## src/rtl/set_job_scheduler_if.sv

```systemverilog
// Signal bundle between set_job_scheduler and its two requesters, the shared
// SET engine and the response consumer.
interface set_job_scheduler_if;
   logic        req_a;
   logic [23:0] central_a;
   logic [11:0] radius_a;
   logic [1:0]  mode_a;
   logic        ack_a;
   logic        req_b;
   logic [23:0] central_b;
   logic [11:0] radius_b;
   logic [1:0]  mode_b;
   logic        ack_b;
   logic        set_en;
   logic [23:0] set_central;
   logic [11:0] set_radius;
   logic [1:0]  set_mode;
   logic        set_busy;
   logic        set_valid;
   logic [7:0]  set_candidate;
   logic        resp_valid;
   logic        resp_ready;
   logic        resp_id;
   logic [7:0]  resp_candidate;
   logic        resp_err;
   logic        sched_busy;

   modport slave (
      input  req_a, central_a, radius_a, mode_a,
             req_b, central_b, radius_b, mode_b,
             set_busy, set_valid, set_candidate, resp_ready,
      output ack_a, ack_b, set_en, set_central, set_radius, set_mode,
             resp_valid, resp_id, resp_candidate, resp_err, sched_busy
   );

   modport master (
      output req_a, central_a, radius_a, mode_a,
             req_b, central_b, radius_b, mode_b,
             set_busy, set_valid, set_candidate, resp_ready,
      input  ack_a, ack_b, set_en, set_central, set_radius, set_mode,
             resp_valid, resp_id, resp_candidate, resp_err, sched_busy
   );
endinterface

```

## src/rtl/set_job_scheduler.sv

```systemverilog
// Round-robin scheduler sharing one SET engine between requesters A and B,
// with a WAIT watchdog and a tagged ready/valid response channel.
module set_job_scheduler #(
   parameter int unsigned TIMEOUT = 2048
) (
   input logic                clk,
   input logic                rst,
   set_job_scheduler_if.slave bus
);
   typedef enum logic [1:0] {
      ST_IDLE  = 2'd0,
      ST_ISSUE = 2'd1,
      ST_WAIT  = 2'd2,
      ST_RESP  = 2'd3
   } state_e;

   localparam logic [11:0] CNT_LAST = 12'(TIMEOUT - 32'd1);

   state_e      state_q, state_d;
   logic        rr_ptr_q, rr_ptr_d;
   logic        id_q, id_d;
   logic [11:0] cnt_q, cnt_d;
   logic [23:0] central_q, central_d;
   logic [11:0] radius_q, radius_d;
   logic [1:0]  mode_q, mode_d;
   logic [7:0]  cand_q, cand_d;
   logic        err_q, err_d;
   logic        ack_a_q, ack_a_d;
   logic        ack_b_q, ack_b_d;
   logic        set_en_q, set_en_d;
   logic        resp_valid_q, resp_valid_d;
   logic        busy_q, busy_d;
   logic        pick_b_s;

   // Next-state and next-output logic; outputs are derived so that they can be registered.
   always_comb begin
      state_d   = state_q;
      rr_ptr_d  = rr_ptr_q;
      id_d      = id_q;
      cnt_d     = cnt_q;
      central_d = central_q;
      radius_d  = radius_q;
      mode_d    = mode_q;
      cand_d    = cand_q;
      err_d     = err_q;
      pick_b_s  = bus.req_b & (~bus.req_a | rr_ptr_q);
      case (state_q)
         ST_IDLE: begin
            if (!bus.set_busy && (bus.req_a || bus.req_b)) begin
               id_d      = pick_b_s;
               central_d = pick_b_s ? bus.central_b : bus.central_a;
               radius_d  = pick_b_s ? bus.radius_b  : bus.radius_a;
               mode_d    = pick_b_s ? bus.mode_b    : bus.mode_a;
               state_d   = ST_ISSUE;
            end else begin
               state_d = ST_IDLE;
            end
         end
         ST_ISSUE: begin
            cnt_d   = 12'd0;
            state_d = ST_WAIT;
         end
         ST_WAIT: begin
            // A result arriving on the expiry cycle still counts as a success.
            if (bus.set_valid) begin
               cand_d  = bus.set_candidate;
               err_d   = 1'b0;
               state_d = ST_RESP;
            end else if (cnt_q == CNT_LAST) begin
               cand_d  = 8'd0;
               err_d   = 1'b1;
               state_d = ST_RESP;
            end else begin
               cnt_d = cnt_q + 12'd1;
            end
         end
         ST_RESP: begin
            if (resp_valid_q && bus.resp_ready) begin
               rr_ptr_d = ~id_q;
               state_d  = ST_IDLE;
            end else begin
               state_d = ST_RESP;
            end
         end
         default: begin
            state_d = ST_IDLE;
         end
      endcase
      set_en_d     = (state_q == ST_ISSUE);
      ack_a_d      = set_en_d & ~id_q;
      ack_b_d      = set_en_d & id_q;
      resp_valid_d = (state_d == ST_RESP);
      busy_d       = (state_d != ST_IDLE);
   end

   // State and output registers with synchronous reset.
   always_ff @(posedge clk) begin
      if (rst) begin
         state_q      <= ST_IDLE;
         rr_ptr_q     <= 1'b0;
         id_q         <= 1'b0;
         cnt_q        <= 12'd0;
         central_q    <= 24'd0;
         radius_q     <= 12'd0;
         mode_q       <= 2'd0;
         cand_q       <= 8'd0;
         err_q        <= 1'b0;
         ack_a_q      <= 1'b0;
         ack_b_q      <= 1'b0;
         set_en_q     <= 1'b0;
         resp_valid_q <= 1'b0;
         busy_q       <= 1'b0;
      end else begin
         state_q      <= state_d;
         rr_ptr_q     <= rr_ptr_d;
         id_q         <= id_d;
         cnt_q        <= cnt_d;
         central_q    <= central_d;
         radius_q     <= radius_d;
         mode_q       <= mode_d;
         cand_q       <= cand_d;
         err_q        <= err_d;
         ack_a_q      <= ack_a_d;
         ack_b_q      <= ack_b_d;
         set_en_q     <= set_en_d;
         resp_valid_q <= resp_valid_d;
         busy_q       <= busy_d;
      end
   end

   assign bus.ack_a          = ack_a_q;
   assign bus.ack_b          = ack_b_q;
   assign bus.set_en         = set_en_q;
   assign bus.set_central    = central_q;
   assign bus.set_radius     = radius_q;
   assign bus.set_mode       = mode_q;
   assign bus.resp_valid     = resp_valid_q;
   assign bus.resp_id        = id_q;
   assign bus.resp_candidate = cand_q;
   assign bus.resp_err       = err_q;
   assign bus.sched_busy     = busy_q;
endmodule

```

## src/flat_wrapper.sv

```systemverilog
// flat-port wrapper written by rule: the top's interface ports become plain ports
module set_job_scheduler_flat 
#(
   parameter int unsigned TIMEOUT = 2048
)
  (clk, rst, bus_req_a, bus_central_a, bus_radius_a, bus_mode_a, bus_req_b, bus_central_b, bus_radius_b, bus_mode_b, bus_set_busy, bus_set_valid, bus_set_candidate, bus_resp_ready, bus_ack_a, bus_ack_b, bus_set_en, bus_set_central, bus_set_radius, bus_set_mode, bus_resp_valid, bus_resp_id, bus_resp_candidate, bus_resp_err, bus_sched_busy);
  set_job_scheduler_if bus_i ();
  input logic clk;
  input logic rst;
  input wire logic [$bits(bus_i.req_a)-1:0] bus_req_a;
  input wire logic [$bits(bus_i.central_a)-1:0] bus_central_a;
  input wire logic [$bits(bus_i.radius_a)-1:0] bus_radius_a;
  input wire logic [$bits(bus_i.mode_a)-1:0] bus_mode_a;
  input wire logic [$bits(bus_i.req_b)-1:0] bus_req_b;
  input wire logic [$bits(bus_i.central_b)-1:0] bus_central_b;
  input wire logic [$bits(bus_i.radius_b)-1:0] bus_radius_b;
  input wire logic [$bits(bus_i.mode_b)-1:0] bus_mode_b;
  input wire logic [$bits(bus_i.set_busy)-1:0] bus_set_busy;
  input wire logic [$bits(bus_i.set_valid)-1:0] bus_set_valid;
  input wire logic [$bits(bus_i.set_candidate)-1:0] bus_set_candidate;
  input wire logic [$bits(bus_i.resp_ready)-1:0] bus_resp_ready;
  output wire logic [$bits(bus_i.ack_a)-1:0] bus_ack_a;
  output wire logic [$bits(bus_i.ack_b)-1:0] bus_ack_b;
  output wire logic [$bits(bus_i.set_en)-1:0] bus_set_en;
  output wire logic [$bits(bus_i.set_central)-1:0] bus_set_central;
  output wire logic [$bits(bus_i.set_radius)-1:0] bus_set_radius;
  output wire logic [$bits(bus_i.set_mode)-1:0] bus_set_mode;
  output wire logic [$bits(bus_i.resp_valid)-1:0] bus_resp_valid;
  output wire logic [$bits(bus_i.resp_id)-1:0] bus_resp_id;
  output wire logic [$bits(bus_i.resp_candidate)-1:0] bus_resp_candidate;
  output wire logic [$bits(bus_i.resp_err)-1:0] bus_resp_err;
  output wire logic [$bits(bus_i.sched_busy)-1:0] bus_sched_busy;
  assign bus_i.req_a = bus_req_a;
  assign bus_i.central_a = bus_central_a;
  assign bus_i.radius_a = bus_radius_a;
  assign bus_i.mode_a = bus_mode_a;
  assign bus_i.req_b = bus_req_b;
  assign bus_i.central_b = bus_central_b;
  assign bus_i.radius_b = bus_radius_b;
  assign bus_i.mode_b = bus_mode_b;
  assign bus_i.set_busy = bus_set_busy;
  assign bus_i.set_valid = bus_set_valid;
  assign bus_i.set_candidate = bus_set_candidate;
  assign bus_i.resp_ready = bus_resp_ready;
  assign bus_ack_a = bus_i.ack_a;
  assign bus_ack_b = bus_i.ack_b;
  assign bus_set_en = bus_i.set_en;
  assign bus_set_central = bus_i.set_central;
  assign bus_set_radius = bus_i.set_radius;
  assign bus_set_mode = bus_i.set_mode;
  assign bus_resp_valid = bus_i.resp_valid;
  assign bus_resp_id = bus_i.resp_id;
  assign bus_resp_candidate = bus_i.resp_candidate;
  assign bus_resp_err = bus_i.resp_err;
  assign bus_sched_busy = bus_i.sched_busy;
  set_job_scheduler #(.TIMEOUT(TIMEOUT)) u_core (.clk(clk), .rst(rst), .bus(bus_i));
endmodule
```

## config.mk

```make
export PLATFORM = sky130hd
export DESIGN_NAME = set_job_scheduler_flat
export DESIGN_NICKNAME = d
export VERILOG_FILES = /design/src/rtl/set_job_scheduler_if.sv /design/src/rtl/set_job_scheduler.sv /design/src/flat_wrapper.sv
export SDC_FILE = /design/constraint.sdc
export NUM_CORES = 1
export LEC_CHECK = 0
export ABC_AREA = 1
export CAP_MARGIN = 20
export CELL_PAD_IN_SITES_DETAIL_PLACEMENT = 1
export CELL_PAD_IN_SITES_GLOBAL_PLACEMENT = 2
export CORE_AREA = 2 2 132 109
export DETAILED_ROUTE_END_ITERATION = 10
export DIE_AREA = 0 0 134 111
export PLACE_DENSITY_LB_ADDON = 0.05
export RECOVER_POWER = 25
export SYNTH_ARGS = -nofsm -noshare
export SYNTH_HDL_FRONTEND = slang
export SYNTH_SLANG_ARGS = --single-unit
export TNS_END_PERCENT = 100
```

## constraint.sdc

```tcl
create_clock -name clk -period 4.2 [get_ports clk]
set_input_delay 0.63 -clock clk [delete_from_list [all_inputs] [get_ports clk]]
set_output_delay 0.63 -clock clk [all_outputs]
set_load 0.005 [all_outputs]
```

# == Word level (Yosys, flattened, before mapping) ==
# Cells that the tools add are included.
# op_classes
shifts,0
n_lt_le_gt_ge,0
n_bitwise,6
eq_ne,7
n_div,0
addsub,1
n_mux,15
n_reduce_logical,12
n_mul,0
# ops
op,count
$mux W12,3
$mux W24,1
$pmux W12 S2,1
$mux W8,2
$add A12 B1 Y12 const B,1
$eq A12 B11 Y1 const B,1
$mux W2,4
$pmux W2 S4,1
$eq A2 B2 Y1 const B,3
$reduce_and A2 Y1,3
$reduce_bool A2 Y1,3
$ne A2 B2 Y1 const B,2
$and A1 B1 Y1,3
$mux W1,3
$reduce_and A3 Y1,1
$eq A2 B1 Y1 const B,1
$logic_and A1 B1 Y1,2
$logic_not A2 Y1,1
$not A1 Y1,2
$logic_not A1 Y1,1
$logic_or A1 B1 Y1,1
$or A1 B1 Y1,1
# totals
romBits,0
n_memories,0
latchBits,0
reg_bits,68
mem_bits_rw,0

# == Logic depth before layout (Yosys ltp) ==
# Gate-level depths: netlist (run 1).
# logic_depth
word_depth,5
ltp_mapped,12

# == Worst setup path after synthesis (run 1) ==
# No wires, ideal clock.
# synth_path
kind,in2reg
startpoint,in bus_req_a
endpoint,reg u_core.radius_q[10] (netlist: u_core.bus.set_radius[10])
setup_ns,0.070
arrival_time_ns,1.440
cell_stages,7
slack_ns,2.690
cell_sequence,inv_1 o21ai_1 inv_1 buf_2 buf_1 nand2_1 a21oi_1
# synth_between
elab_chain_cells,4
elab_cells_between_ends,7
cone_classes,mux (1); bitwise (3); reduce/logical (3)
# synth_rtl
item,line,text
from (decl),flat_wrapper.sv:10,input wire logic [$bits(bus_i.req_a)-1:0] bus_req_a;
$not A1 Y1,set_job_scheduler.sv:46,pick_b_s = bus.req_b & (~bus.req_a | rr_ptr_q);
$or A1 B1 Y1,set_job_scheduler.sv:46,
$and A1 B1 Y1,set_job_scheduler.sv:46,
$mux W12,set_job_scheduler.sv:52,radius_d = pick_b_s ? bus.radius_b : bus.radius_a;
to (signal assigned),set_job_scheduler.sv:119,radius_q <= radius_d;
to (decl),set_job_scheduler.sv:24,"logic [11:0] radius_q, radius_d;"
# Several ways; a longest one is shown, not always the timed one.
# A chain may end at the register's enable or synchronous reset.

==> impl_metrics.tcl, run 1 <==
set metrics [dict create \
    synth-seq-cells 68 \
    hold_path_depth 2 \
    finalCriticalPeriod_ns 2.88 \
    num_rows 39 \
    vias 3308 \
    path_buf_inv 3 \
    final_cell_mix "clkdlybuf4s50_1 (128), nand2_1 (86), a21oi_1 (85)" \
    htreeDepth 3 \
    yosysTopAreaCell "dfxtp_1" \
    synth.avg_cell_area_um2 7.32 \
    max_freq_ghz 0.348 \
    dieArea_mm2 0.0149 \
    cts_buffers 9 \
    violations "capacitance limit, slew limit" \
    cts_tree "built" \
    drive_gt1_share_pct 8.27 \
    tightest_slew_ns 1.89 \
    yosysWarnings 0 \
    numClockSinks 68 \
    drt_first_pass_iters 4 \
    netlist_area_mm2 0.00306 \
    cp_max_fo 42 \
    core_mm2 0.0137 \
    critPathKind "in -> reg" \
    grt_use_total_pct 16.0 \
    drtAntennaViolNets 0 \
    place_ws_ns 1.73 \
    synth_area_leaders "dfxtp_1 (44%), a21oi_1 (14%), nand2_1 (11%)" \
    antenna_found_initial 0 \
    worst-r2r-cell-count 10 \
    period_share_pct 68.5 \
    fp.dieW_um 134 \
    fin_skew_ns 0.00441 \
    syn2layout_area_growth_pct 62.1 \
    synth_cell_types 29 \
    cp.depth 5 \
    drtIter0Drc 92 \
    viasPerCell 4.47 \
    slew_viol_final 43 \
    synth_top_area_share_pct 44.5 \
    rsz0062_at_grt "no" \
    slowest_delay_ns 1.34 \
    endpoint_kind "flop" \
    final.setup.tns_ns 0 \
    powerDensity_mw_per_mm2 390 \
    fp.dieH_um 111 \
    ir_drop_mv 0.183 \
    grt_max_degree 43 \
    worst_setup_path_start_kind "primary input" \
    wl_per_cell_um 15.2 \
    finalSetupViolCount 0 \
    io_buffers 143 \
    required_ns 4.45 \
    clockBufferDepth 2 \
    clkTransAtPathRegs_ns 0.05 \
    setup_ws_ns 1.32 \
    grt_pass1_vias 3565 \
    n_fill_cell 1626 \
    hold_class "reg -> reg" \
    grt_pass1_wl_mm 18.7 \
    holdBufCountCts 0 \
    routed_wl_mm 11.2 \
    hold_viol 0 \
    cts_root_buf "clkbuf_16" \
    yosysSeqAreaShare_pct 44.5 \
    fin_nets 644 \
    slowest_stage "clkbuf_1" \
    path_cells "dlygate4sd3_1, inv_1, clkbuf_1, o21ai_0, a21oi_1" \
    initial_core_util_pct 22.3 \
    syn_nets 510 \
    place_inst 725 \
    ios 144 \
    gp_congestion 0.711 \
    final_common_cell "clkdlybuf4s50_1" \
    overflow 0 \
    status "complete, but fails checks" \
    drc 0 \
    slew_headroom_pct -26.1 \
    crit_family "buffers and inverters" \
    hpwlAfterDp_mm 7.89 \
    antenna_cells 0 \
    cp.arrival_ns 3.13 \
    cts_resized 0 \
    instances_no_fill 740 \
    clk_latency_ns 0.33 \
    cap_violations 1 \
    synthCells 418 \
    leakage_nw 1.86 \
    cts_setup_buffers 0 \
]
==> synth_stat cells (all sizes together) <==
cell and n:
inv 25, o21bai 1, a21oi 95, buf 15, nand2 91, dfxtp 68, ha 1, nand4 4
a21o 1, nand3 17, nand3b 1, xor2 2, o21ai 45, clkbuf 10, clkinv 1, nor2 36
nor3 5
==> flip-flops by register name, summed over array words and instances, names as in the netlist, 2 cells and up <==
name,cells
u_core.bus.set_radius,12
u_core.state_q,2
u_core.bus.set_central,24
u_core.bus.resp_candidate,8
u_core.bus.set_mode,2
u_core.cnt_q,12
==> worst paths after layout <==
check / from / endpoint / slack, ns
max reg2reg: u_core.cnt_q[0]$_SDFFE_PP0P_ / u_core.cnt_q[7]$_SDFFE_PP0P_ / 2.19
min reg2reg: u_core.bus.resp_candidate[2]$_SDFFE_PP0P_ / u_core.bus.resp_candidate[2]$_SDFFE_PP0P_ / 0.48
max: rst / u_core.bus.set_central[5]$_SDFFE_PP0P_ / 1.32
min: u_core.bus.resp_candidate[2]$_SDFFE_PP0P_ / u_core.bus.resp_candidate[2]$_SDFFE_PP0P_ / 0.48
==> where the power goes <==
| part | internal (mW) | switching [mW] | leakage [nW] |
|---|---|---|---|
| registers | 0.693 | 0.0270 | 0.557 |
| logic | 0.184 | 0.153 | 1.14 |
| clock network | 0.591 | 0.288 | 0.168 |
| total | 1.47 | 0.468 | 1.86 |
==> area by class of cell <==
cell class	instances	area [um^2]	share of cell area [%]
clock buffers	10	239	4.82
clock inverters	5	100	2.02
inverters	26	100	2.02
multi-input cells	299	1470	29.6
flip-flops and latches	68	1360	27.4
well taps	184	230	4.64
repair buffers	148	1460	29.5
==> metrics by stage <==
step / hold WS [ns] / total power, mW / util (%) / cell area, um^2
floorplan: 0.456 / 0.865 / - / 3060
global placement: 0.466 / 1.08 / 33.8 / 4630
detailed placement: 0.478 / 1.08 / 33.8 / 4630
CTS: 0.486 / 1.98 / 36.2 / 4970
global route: 0.494 / 2.04 / 36.2 / 4960
finish: 0.477 / 1.94 / 36.2 / 4960
==> cell families after synthesis <==
| kind of cell | after synthesis | share of synthesized area (%) |
|---|---|---|
| compound gates | 142 | 24.7 |
| fa+ha+maj | 1 | 0.409 |
| buf+inv | 51 | 7.85 |
| flops | 68 | 44.5 |
| simple gates | 154 | 22.0 |
| xor+xnor | 2 | 0.572 |
==> tightest hold or removal path: cells and delay by family (launching register included) <==
family / cells / cell delay, ns
compound gates: 1 / 0.05
flops: 1 / 0.30
simple gates: 1 / 0.07
==> metal layers <==
metal	vias up	global-route usage, %	wire, um
met3	11	7.68	985
met2	88	26.1	5250
met5	-	0	0
met4	0	5.60	158
met1	1542	18.3	4820
li1	1667	-	-
Power figures use the tool's default switching activity.
==> inputs of run 2 (changes only) <==
--- a/config.mk
+++ b/config.mk
@@ -9,9 +9,9 @@
 export CAP_MARGIN = 20
 export CELL_PAD_IN_SITES_DETAIL_PLACEMENT = 1
 export CELL_PAD_IN_SITES_GLOBAL_PLACEMENT = 2
-export CORE_AREA = 2 2 132 109
+export CORE_AREA = 2 2 138 113
 export DETAILED_ROUTE_END_ITERATION = 10
-export DIE_AREA = 0 0 134 111
+export DIE_AREA = 0 0 140 115
 export PLACE_DENSITY_LB_ADDON = 0.05
 export RECOVER_POWER = 25
 export SYNTH_ARGS = -nofsm -noshare
==> constraint.sdc (replaced) <==
create_clock -name clk -period 2.7 [get_ports clk]
set_input_delay 0.405 -clock clk [delete_from_list [all_inputs] [get_ports clk]]
set_output_delay 0.405 -clock clk [all_outputs]
set_load 0.005 [all_outputs]
==> impl_metrics.tcl, run 2 (synthesis gave the netlist of run 1 again) <==
set metrics [dict create \
    path_cells "ha_1, nand2_1, clkinv_1, nand2_2, nor2_1, nand2_2, nand3_4, inv_1, nand2_1, a21oi_1" \
    required_ns 2.92 \
    ios 144 \
    cts_resized 0 \
    cap_violations 0 \
    tightest_slew_ns 0.485 \
    gp_congestion 0.684 \
    clk_latency_ns 0.34 \
    viasPerCell 4.38 \
    vias 3289 \
    met2_usage_pct 24.3 \
    cts_setup_buffers 0 \
    syn2layout_area_growth_pct 62.4 \
    grt_pass1_wl_mm 18.8 \
    finalSetupViolCount 0 \
    drc 7 \
    htreeDepth 3 \
    place_inst 735 \
    worst_setup_path_start_kind "flop" \
    slowest_delay_ns 0.45 \
    endpoint_kind "flop" \
    slew_headroom_pct 67.5 \
    rsz0062_at_grt "no" \
    grt.busiest_layer "met2" \
    final_cell_mix "clkdlybuf4s50_1 (117), nand2_1 (86), a21oi_1 (85)" \
    antenna_found_initial 0 \
    final-seq-area_mm2 0.00136 \
    grt_use_met3_pct 8.33 \
    io_buffers 143 \
    cp_max_fo 14 \
    violations "DRC" \
    antenna_cells 0 \
    dieArea_mm2 0.0161 \
    largest_reg_flops 24 \
    num_rows 40 \
    multi_input_area_mm2 0.00146 \
    overflow 0 \
    final.setup.tns_ns 0 \
    clockBufferDepth 2 \
    hpwlAfterDp_mm 8.49 \
    place_ws_ns 0.667 \
    numClockSinks 68 \
    initial_core_util_pct 20.7 \
    cts_tree "built" \
    grt_max_degree 42 \
    fp.dieH_um 115 \
    sw_frac_of_total_pct 25.6 \
    hold_viol 0 \
    r2r_setup_slack_ns 0.57 \
    pwr-share-clk_pct 42.3 \
    ir_drop_mv 0.286 \
    pwr-share-comb_pct 18.6 \
    worst-r2r-cell-count 10 \
    period_share_pct 78.8 \
    cp-endpoint "u_core.cnt_q[4]$_SDFFE_PP0P_" \
    finalCriticalPeriod_ns 2.13 \
    hold_class "reg -> reg" \
    holdBufCountCts 0 \
    cts_buffers 9 \
    final_common_cell "clkdlybuf4s50_1" \
    wl_per_cell_um 15.7 \
    finalPower_mw 2.86 \
    status "complete, but fails checks" \
    fin_nets 649 \
    grt_pass1_vias 3556 \
    instances_no_fill 751 \
    max_freq_ghz 0.470 \
    drtAntennaViolNets 0 \
    critPathLaunch "u_core.cnt_q[0]$_SDFFE_PP0P_" \
    critPathKind "reg -> reg" \
    r2r-end "u_core.cnt_q[4]$_SDFFE_PP0P_" \
    seq_power_share_pct 39.1 \
    powerDensity_mw_per_mm2 575 \
    slew_viol_final 0 \
    slowest_stage "dfxtp_1" \
    drive_gt1_share_pct 9.43 \
    power.internal_mw 2.13 \
    routed_wl_mm 11.8 \
    grt_use_met1_pct 17.9 \
    fp.dieW_um 140 \
    fin_skew_ns 0.00585 \
    leakage_nw 1.91 \
    clkTransAtPathRegs_ns 0.06 \
    core_mm2 0.0148 \
    cp.arrival_ns 2.35 \
    rr_startpoint "u_core.cnt_q[0]$_SDFFE_PP0P_" \
    n_fill_cell 1737 \
    cts_root_buf "clkbuf_16" \
    setup_ws_ns 0.573 \
    drtIter0Drc 138 \
    grt_use_total_pct 15.2 \
    switchingPower_mw 0.732 \
    drt_first_pass_iters 10 \
]
run 2: power groups by stage:
stage / clock network [mW] / logic (mW) / registers [mW]
after floorplan: 0 / 0.204 / 1.14
after global placement: 0 / 0.551 / 1.14
after detailed placement: 0 / 0.552 / 1.14
after CTS: 1.26 / 0.555 / 1.12
after global routing: 1.31 / 0.590 / 1.13
final: 1.21 / 0.532 / 1.12
run 2: layout make-up:
type                    count  share of cell area (%)
well taps                 189                    4.76
clock inverters             5                    1.01
flip-flops and latches     68                    27.4
clock buffers              11                    5.09
inverters                  26                    2.01
multi-input cells         299                    29.4
repair buffers            153                    30.3
run 2: how the worst min path moves through the flow:
stage | startpoint | end | slack, ns | cells after the start
6_report | u_core.bus.resp_candidate[5]$_SDFFE_PP0P_ | u_core.bus.resp_candidate[5]$_SDFFE_PP0P_ | 0.48 | 2
5_1_grt | u_core.bus.resp_candidate[4]$_SDFFE_PP0P_ | u_core.bus.resp_candidate[4]$_SDFFE_PP0P_ | 0.53 | 2
4_1_cts | u_core.bus.resp_candidate[5]$_SDFFE_PP0P_ | u_core.bus.resp_candidate[5]$_SDFFE_PP0P_ | 0.49 | 2
3_5_place_dp | u_core.bus.resp_candidate[5]$_SDFFE_PP0P_ | u_core.bus.resp_candidate[5]$_SDFFE_PP0P_ | 0.48 | 2
3_3_place_gp | u_core.bus.resp_candidate[0]$_SDFFE_PP0P_ | u_core.bus.resp_candidate[0]$_SDFFE_PP0P_ | 0.47 | 2
2_1_floorplan | u_core.cnt_q[1]$_SDFFE_PP0P_ | u_core.cnt_q[1]$_SDFFE_PP0P_ | 0.46 | 2
run 2: per-layer routing:
| layer | up-vias | part of all wire [%] |
|---|---|---|
| met1 | 1536 | 45 |
| li1 | 1667 | - |
| met2 | 84 | 46 |
| met5 | - | 0 |
| met4 | 0 | 0.44 |
| met3 | 2 | 8.6 |
run 2: metrics by stage:
stage	utilization, %	area, um^2	hold slack, ns
2_1_floorplan	-	3060	0.456
3_3_place_gp	31.7	4670	0.467
3_5_place_dp	31.7	4670	0.478
4_1_cts	33.7	4980	0.486
5_1_grt	33.7	4970	0.527
6_report	33.7	4970	0.482
run 2: worst max-delay path, delay by kind of cell, from the launching register on:
family,cells,cell delay [ns]
and+or+nand+nor,6,0.98
DFF,1,0.45
adders and majority gates,1,0.27
buffers and inverters,2,0.25
AOI/OAI and AO/OA,1,0.06
==> inputs of run 3 (changes only) <==
--- a/config.mk
+++ b/config.mk
@@ -9,9 +9,9 @@
 export CAP_MARGIN = 20
 export CELL_PAD_IN_SITES_DETAIL_PLACEMENT = 1
 export CELL_PAD_IN_SITES_GLOBAL_PLACEMENT = 2
-export CORE_AREA = 2 2 138 113
+export CORE_AREA = 2 2 145 119
 export DETAILED_ROUTE_END_ITERATION = 10
-export DIE_AREA = 0 0 140 115
+export DIE_AREA = 0 0 147 121
 export PLACE_DENSITY_LB_ADDON = 0.05
 export RECOVER_POWER = 25
 export SYNTH_ARGS = -nofsm -noshare
==> constraint.sdc (replaced) <==
create_clock -name clk -period 1.9 [get_ports clk]
set_input_delay 0.285 -clock clk [delete_from_list [all_inputs] [get_ports clk]]
set_output_delay 0.285 -clock clk [all_outputs]
set_load 0.005 [all_outputs]
==> impl_metrics.tcl, run 3 (synthesis gave the netlist of run 1 again) <==
set metrics [dict create \
    final_cell_mix "clkdlybuf4s50_1 (121), nand2_1 (86), a21oi_1 (85)" \
    rsz0062_at_grt "no" \
    clk_latency_ns 0.34 \
    io_buffers 143 \
    hold_viol 0 \
    slowest_delay_ns 0.32 \
    fp.dieH_um 121 \
    drc 0 \
    initial_core_util_pct 18.8 \
    final.setup.tns_ns 0 \
    tightest_slew_ns 0.505 \
    cts_buffers 9 \
    powerDensity_mw_per_mm2 813 \
    critPathMostFrequentCell "nand2_1" \
    largest_reg_flops 24 \
    finalCriticalPeriod_ns 1.63 \
    status "complete, no violations" \
    critPathKind "reg -> reg" \
    gp_congestion 0.730 \
    n_fill_cell 1987 \
    dieArea_mm2 0.0178 \
    grt_pass1_vias 3562 \
    timing.hold.ws_ns 0.476 \
    cp_max_fo 10 \
    ios 144 \
    holdBufCountCts 0 \
    drt_first_pass_iters 6 \
    finalSetupViolCount 0 \
    required_ns 2.12 \
    syn2layout_area_growth_pct 67.2 \
    final_common_cell "clkdlybuf4s50_1" \
    cts_setup_buffers 0 \
    viasPerCell 4.24 \
    drive_gt1_share_pct 10.7 \
    grt_max_degree 43 \
    clockBufferDepth 2 \
    antenna_found_initial 0 \
    hold_class "reg -> reg" \
    ir_drop_mv 0.396 \
    crit_family "simple AND/OR/NAND/NOR gates" \
    fin_nets 658 \
    finalPower_mw 4.16 \
    cap_violations 0 \
    routed_wl_mm 12.3 \
    cts_resized 0 \
    path_buf_inv 2 \
    slew_viol_final 0 \
    wl_per_cell_um 15.6 \
    worst_setup_path_start_kind "flop" \
    slowest_stage "dfxtp_1" \
    leakage_nw 1.95 \
    cts_tree "built" \
    period_share_pct 86.0 \
    antenna_cells 0 \
    core_mm2 0.0163 \
    endpoint_kind "flop" \
    grt_pass1_wl_mm 19.6 \
    fin_skew_ns 0.00775 \
    max_freq_ghz 0.612 \
    clkTransAtPathRegs_ns 0.06 \
    place_ws_ns 0.126 \
    slew_headroom_pct 66.3 \
    num_rows 42 \
    hpwlAfterDp_mm 9.02 \
    overflow 0 \
    setup_ws_ns 0.265 \
    drtIter0Drc 124 \
    drtAntennaViolNets 0 \
    cts_root_buf "clkbuf_16" \
    vias 3347 \
    htreeDepth 3 \
    grt_use_total_pct 14.2 \
    fp.dieW_um 147 \
    cp.arrival_ns 1.86 \
    numClockSinks 68 \
    path_cells "ha_1, nand2_1, clkinv_1, nand2_2, nor2_4, nand2_2, buf_4, nand2_2, nor2_1, nand2_1, nand2_1, nand2_1" \
]
-- run 3: changes by cell type in the layout (fill, tap and decap cells not counted), sizes merged --
| cell | previous run | this run |
|---|---|---|
| clkinv | 5 | 1 |
| buf | 10 | 18 |
| clkdlybuf4s50 | 117 | 121 |
| dlygate4sd3 | 26 | 22 |
| clkbuf | 11 | 14 |
-- run 3: layer usage --
metal / track usage [%] / wire length, um
met2: 21.7 / 5280
met3: 6.58 / 1090
met4: 4.21 / 183
met1: 18.0 / 5780
met5: 0 / 0
-- run 3: worst paths after layout --
| path | start | to | slack [ns] | depth (start not counted) |
|---|---|---|---|---|
| worst min-delay path | u_core.bus.resp_candidate[7]$_SDFFE_PP0P_ | u_core.bus.resp_candidate[7]$_SDFFE_PP0P_ | 0.48 | 2 |
| worst min register to register | u_core.bus.resp_candidate[7]$_SDFFE_PP0P_ | u_core.bus.resp_candidate[7]$_SDFFE_PP0P_ | 0.48 | 2 |
| worst max register to register | u_core.cnt_q[0]$_SDFFE_PP0P_ | u_core.bus.sched_busy$_SDFF_PP0_ | 0.27 | 12 |
| worst max-delay path | u_core.cnt_q[0]$_SDFFE_PP0P_ | u_core.bus.sched_busy$_SDFF_PP0_ | 0.27 | 12 |
-- run 3: worst register-to-register path: stages (launching register included) --
cell and delay, ns:
dfxtp_1 0.32, ha_1 0.21, nand2_1 0.07, clkinv_1 0.08, nand2_2 0.11, nor2_4 0.06
nand2_2 0.08, buf_4 0.18, nand2_2 0.11, nor2_1 0.11, nand2_1 0.06, nand2_1 0.07
nand2_1 0.07
-- run 3: power breakdown --
part / internal, mW / switching [mW] / total (mW) / leakage, nW
registers: 1.53 / 0.0548 / 1.59 / 0.557
logic: 0.436 / 0.361 / 0.798 / 1.24
clock network: 1.15 / 0.629 / 1.77 / 0.154
total: 3.11 / 1.05 / 4.16 / 1.95
-- run 3: cell type report --
type                       instances  area [um^2]  share of cell area [%]
sequential                        68         1360                    26.6
tap                              220          275                    5.38
timing repair buffer             162         1600                    31.3
inverter                          26          100                    1.96
multi-input combinational        299         1470                    28.7
clock buffer                      13          280                    5.48
clock inverter                     1         30.0                   0.587
-- run 3: through the flow --
step | utilization (%) | instances | instance area [um^2]
floorplan | - | 418 | 3060
global placement | 29.6 | 775 | 4820
detailed placement | 29.6 | 775 | 4820
CTS | 31.5 | 789 | 5130
global route | 31.4 | 789 | 5120
finish | 31.4 | 789 | 5120
